===== config.mk =====
export PLATFORM = sky130hd
export DESIGN_NAME = fetch_ctrl
export DESIGN_NICKNAME = d
export VERILOG_FILES = /design/src/rtl/fetch_ctrl.sv
export SDC_FILE = /design/constraint.sdc
export NUM_CORES = 1
export LEC_CHECK = 0
export ABC_AREA = 1
export CORE_MARGIN = 2
export CORE_UTILIZATION = 48
export CTS_CLUSTER_DIAMETER = 40
export DETAILED_ROUTE_END_ITERATION = 7
export GPL_TIMING_DRIVEN = 1
export HOLD_SLACK_MARGIN = 0.1
export PLACE_DENSITY = 0.75
export SETUP_SLACK_MARGIN = 0.3
export SYNTH_ARGS = -nofsm -noshare
export SYNTH_HDL_FRONTEND = slang
export SYNTH_SLANG_ARGS = --single-unit

===== constraint.sdc =====
create_clock -name clk_i -period 2 [get_ports clk_i]
set_input_delay 0.4 -clock clk_i [delete_from_list [all_inputs] [get_ports clk_i]]
set_output_delay 0.4 -clock clk_i [all_outputs]
set_load 0.005 [all_outputs]

===== src/rtl/fetch_ctrl.sv =====
// Instruction fetch front end: PC register, 2-entry {pc, inst} prefetch buffer, redirect flush.
// Build option FETCH_BOUND_HALT_EN: halt at end of ROM instead of wrapping fetch_pc to 0.
`ifndef INST_ADDR_LENGTH
`define INST_ADDR_LENGTH 8
`endif
`ifndef INST_BUS_LENGTH
`define INST_BUS_LENGTH 16
`endif

module fetch_ctrl #(
  parameter int ROM_DEPTH = 38
) (
  input  logic                          clk_i,
  input  logic                          rst_n_i,
  input  logic                          en_i,
  input  logic                          redirect_i,
  input  logic [`INST_ADDR_LENGTH-1:0]  redirect_pc_i,
  output logic [`INST_ADDR_LENGTH-1:0]  imem_pc_o,
  input  logic [`INST_BUS_LENGTH-1:0]   imem_inst_i,
  output logic [`INST_BUS_LENGTH-1:0]   inst_o,
  output logic [`INST_ADDR_LENGTH-1:0]  inst_pc_o,
  output logic                          inst_valid_o,
  input  logic                          inst_ready_i,
  output logic                          halt_o,
  output logic [1:0]                    buf_cnt_o
);
  localparam int AW = `INST_ADDR_LENGTH;
  localparam int IW = `INST_BUS_LENGTH;

  logic [AW-1:0] fetch_pc_q, fetch_pc_d;
  logic [1:0]    cnt_q, cnt_d;
  logic [AW-1:0] pc_q   [2];
  logic [AW-1:0] pc_d   [2];
  logic [IW-1:0] inst_q [2];
  logic [IW-1:0] inst_d [2];
  logic          run, in_rom, pop, push, wr_hi;

`ifdef FETCH_BOUND_HALT_EN
  typedef enum logic {S_RUN = 1'b0, S_HALT = 1'b1} state_e;
  state_e state_q, state_d;
  assign run    = (state_q == S_RUN);
  assign halt_o = (state_q == S_HALT);
`else
  localparam logic [AW-1:0] LAST_PC = AW'(ROM_DEPTH - 1);
  assign run    = 1'b1;
  assign halt_o = 1'b0;
`endif

  assign in_rom = (32'(fetch_pc_q) < ROM_DEPTH);
  assign pop    = inst_valid_o && inst_ready_i;

  always_comb begin
    fetch_pc_d = fetch_pc_q;
    cnt_d      = cnt_q;
    pc_d       = pc_q;
    inst_d     = inst_q;
    push       = 1'b0;
    wr_hi      = 1'b0;
`ifdef FETCH_BOUND_HALT_EN
    state_d    = state_q;
`endif
    if (redirect_i) begin
      // Flush wins over any same-edge pop or push.
      cnt_d      = '0;
      fetch_pc_d = redirect_pc_i;
`ifdef FETCH_BOUND_HALT_EN
      state_d    = S_RUN;
`endif
    end else begin
      if (run && !in_rom) begin
`ifdef FETCH_BOUND_HALT_EN
        state_d    = S_HALT;
`else
        fetch_pc_d = '0;
`endif
      end else if (run && en_i && (cnt_q != 2'd2 || pop)) begin
        push = 1'b1;
`ifdef FETCH_BOUND_HALT_EN
        fetch_pc_d = fetch_pc_q + 1'b1;
`else
        fetch_pc_d = (fetch_pc_q == LAST_PC) ? '0 : fetch_pc_q + 1'b1;
`endif
      end
      if (pop) begin
        pc_d[0]   = pc_q[1];
        inst_d[0] = inst_q[1];
      end
      if (push) begin
        // Slot to write is the first free one after the shift caused by a pop.
        wr_hi = pop ? (cnt_q == 2'd2) : (cnt_q == 2'd1);
        if (wr_hi) begin
          pc_d[1]   = fetch_pc_q;
          inst_d[1] = imem_inst_i;
        end else begin
          pc_d[0]   = fetch_pc_q;
          inst_d[0] = imem_inst_i;
        end
      end
      cnt_d = cnt_q + {1'b0, push} - {1'b0, pop};
    end
  end

  always_ff @(posedge clk_i or negedge rst_n_i) begin
    if (!rst_n_i) begin
      fetch_pc_q <= '0;
      cnt_q      <= '0;
      for (int i = 0; i < 2; i++) begin
        pc_q[i]   <= '0;
        inst_q[i] <= '0;
      end
`ifdef FETCH_BOUND_HALT_EN
      state_q    <= S_RUN;
`endif
    end else begin
      fetch_pc_q <= fetch_pc_d;
      cnt_q      <= cnt_d;
      pc_q       <= pc_d;
      inst_q     <= inst_d;
`ifdef FETCH_BOUND_HALT_EN
      state_q    <= state_d;
`endif
    end
  end

  assign imem_pc_o    = fetch_pc_q;
  assign buf_cnt_o    = cnt_q;
  assign inst_valid_o = (cnt_q != 2'd0);
  assign inst_o       = inst_valid_o ? inst_q[0] : '0;
  assign inst_pc_o    = inst_valid_o ? pc_q[0] : '0;

endmodule


==> results.py <==
metrics = {
    "synthesis": {
        "ys_seq_area_share_pct": 39.9,
        "synth_cells": 510,
        "yosys_warnings": 0,
        "yosys.cell_types.count": 31,
        "netlist_area_sq_um": 3640,
        "syn_avg_cell_area_sq_um": 7.13,
        "ys_seq_elements": 58,
        "synth_nets": 543,
    },
    "floorplanning": {
        "core-area_sq_um": 7290,
        "initial_utilization_pct": 49.9,
        "dieHeight_um": 91.1,
        "io_pins": 65,
        "rows": 31,
        "die_w_um": 91.1,
        "die-area_sq_um": 8290,
    },
    "placed_design": {
        "hpwl_um": 5860,
        "placed_cell_area_sq_um": 4410,
        "place.gp.congestion": 0.796,
        "port_buffers": 63,
    },
    "sta": {
        "timing.fmax_ghz": 0.566,
        "min_period_over_period_pct": 88.3,
        "period_needed_ns": 1.77,
        "fin_setup_tns_ns": 0,
        "fin_skew_ns": 0.00946,
        "final-hold-violation-count": 0,
        "setup_viol": 0,
        "rsz0062_at_grt": "yes",
        "hold_ws_ns": 0.482,
        "drv_slew": 0,
    },
    "power_and_ir_drop": {
        "power.leakage_nw": 2.70,
        "total_power_mw": 5.90,
        "vdd_drop_max_mv": 0.577,
        "powerDensity_nw_per_um2": 1190,
    },
    "critical_path": {
        "critPathKind": "reg -> out",
        "cp_data_arrival_time_ns": 1.37,
        "cp-end-kind": "output port",
        "rr_startpoint": "buf_cnt_o[0]",
        "cp_max_fo": 6,
        "cp-start-kind": "register",
        "ff2ff_path_depth": 12,
        "required_ns": 1.60,
        "crit_path_start": "buf_cnt_o[1]",
    },
    "cells_and_area": {
        "drive_above_1_share_pct": 28.4,
        "fill_cells": 610,
        "diodes": 0,
        "syn2layout_area_growth_pct": 36.0,
        "nNetsFinal": 642,
        "finalInstanceArea_sq_um": 4950,
    },
    "clock_tree": {
        "tritoncts": "done",
        "cts-root-buf": "clkbuf_8",
        "clkTransAtPathRegs_ns": 0.07,
        "ctsHtreeMaxLevel": 3,
        "cts.sinks": 58,
        "cts_inserted_buffers": 9,
        "clk_latency_ns": 0.34,
        "clockBufferDepth": 2,
    },
    "grt": {
        "grt_pass1_vias": 3438,
        "gr-usage-all-layers_pct": 23.7,
        "overflow": 0,
        "antenna_found_initial": 0,
        "grt_max_degree": 59,
        "grt_pass1_wl_um": 15800,
    },
    "drt": {
        "wl_per_cell_um": 14.7,
        "drt_iter0_drc": 320,
        "postRouteAntennaNets": 0,
        "dr_total_vias": 3657,
        "via_per_inst": 5.14,
        "route.detailed.drc": 0,
        "first_pass_iters": 5,
        "totalWireLength_um": 10500,
    },
    "worst_hold_path": {
        "holdCritStartpoint": "inst_q[14]",
        "hold_depth": 2,
        "hold_class": "reg -> reg",
    },
    "flow_run": {
        "drv_cap": 0,
    },
    "outcome": {
        "status": "finished clean",
    },
}
[cells by family after synthesis]
family | count (synthesis) | share of synthesized area [%]
simple gates | 294 | 36.1
buf+inv | 116 | 14.4
flops | 58 | 39.9
compound gates | 33 | 7.12
xor+xnor | 4 | 0.963
fa+ha+maj | 4 | 1.38
other cells | 1 | 0.103
[flip-flops by register name, summed over array words and instances (netlist names)]
register / count
buf_cnt_o: 2
imem_pc_o: 8
inst_q: 32
pc_q: 16
[layout make-up]
class / count / area [sq um] / share of cell area (%)
repair buffers: 108 / 975 / 19.7
multi-input cells: 342 / 1860 / 37.6
inverters: 90 / 348 / 7.03
flip-flops and latches: 58 / 1460 / 29.4
clock inverters: 3 / 40.0 / 0.809
clock buffers: 12 / 145 / 2.93
well taps: 99 / 124 / 2.50
[routing by layer]
layer  up-vias  GRT usage (%)  routed length, um
li1       1755              -                  -
met1      1715           30.1               4290
met2       158           40.3               5220
met3        29           4.15                723
met4         0           8.96                255
met5         -              0                  0
[layout by cell type (no fill, tap or decap), types with 3 or more instances in the layout]
cell type,count
a21oi_1,5
xor2_1,3
nand3_4,3
dfrtp_1,54
clkdlybuf4s50_1,32
inv_1,73
nand2_2,12
buf_12,5
nor2_4,5
nand2_4,7
buf_2,24
dfrtp_2,4
o21ai_0,3
buf_4,27
clkbuf_8,10
nand3_1,33
nor2_1,24
nor2_2,15
o21ai_2,22
inv_2,14
buf_6,10
nand4_1,24
nand2_1,172
dlygate4sd2_1,3
[metrics by stage]
stage | cells | setup slack [ns] | utilization (%)
detailed placement | 665 | -0.0145 | 60.5
global placement | 665 | 0.0433 | 60.5
CTS | 696 | 0.199 | 64.3
global route | 712 | 0.190 | 67.9
floorplan | 510 | 0.199 | -
finish | 712 | 0.234 | 67.9
[cells in the mapped netlist, drive strengths merged]
| master | count | area share (%) |
|---|---|---|
| buf | 23 | 4.8 |
| ha | 4 | 1.4 |
| clkinv | 1 | 0.10 |
| a21oi | 6 | 1.1 |
| conb | 1 | 0.10 |
| nand4 | 24 | 4.1 |
| inv | 89 | 9.2 |
| nand2 | 190 | 21 |
| xnor2 | 1 | 0.24 |
| xor2 | 3 | 0.72 |
| nor2 | 45 | 5.5 |
| nand3 | 35 | 5.2 |
| dfrtp | 58 | 40 |
| o21ai | 27 | 6.0 |
| clkbuf | 3 | 0.31 |
[final timing paths]
check / endpoint / slack, ns
worst max-delay path: inst_o[2] / 0.23
worst min-delay path: inst_q[14] / 0.48
worst max register to register: buf_cnt_o[1] / 0.28
worst min register to register: inst_q[14] / 0.48
max in group asynchronous: imem_pc_o[4] / 1.12
min in group asynchronous: inst_q[4] / 0.59
[worst max-delay path: stages (launching register included)]
cell and delay (ns):
dfrtp_1 0.37, inv_2 0.06, nand2_4 0.09, inv_8 0.05
buf_8 0.13, buf_6 0.11, nor2_1 0.08, buf_2 0.12
[report_power, final]
part / internal [mW] / total [mW] / switching, mW / leakage, nW
combinational: 1.29 / 2.83 / 1.54 / 1.87
clock: 0.600 / 1.07 / 0.475 / 0.0962
sequential: 1.65 / 2.00 / 0.348 / 0.730
[what timing repair did]
item	in CTS	in global routing
pin swaps	2	11
hold endpoints to repair	58	0
gates resized for setup	115	36
hold buffers	1	0
setup buffers	13	11
gates cloned	2	5
setup endpoints to repair	54	85
Power figures use the tool's default switching activity.
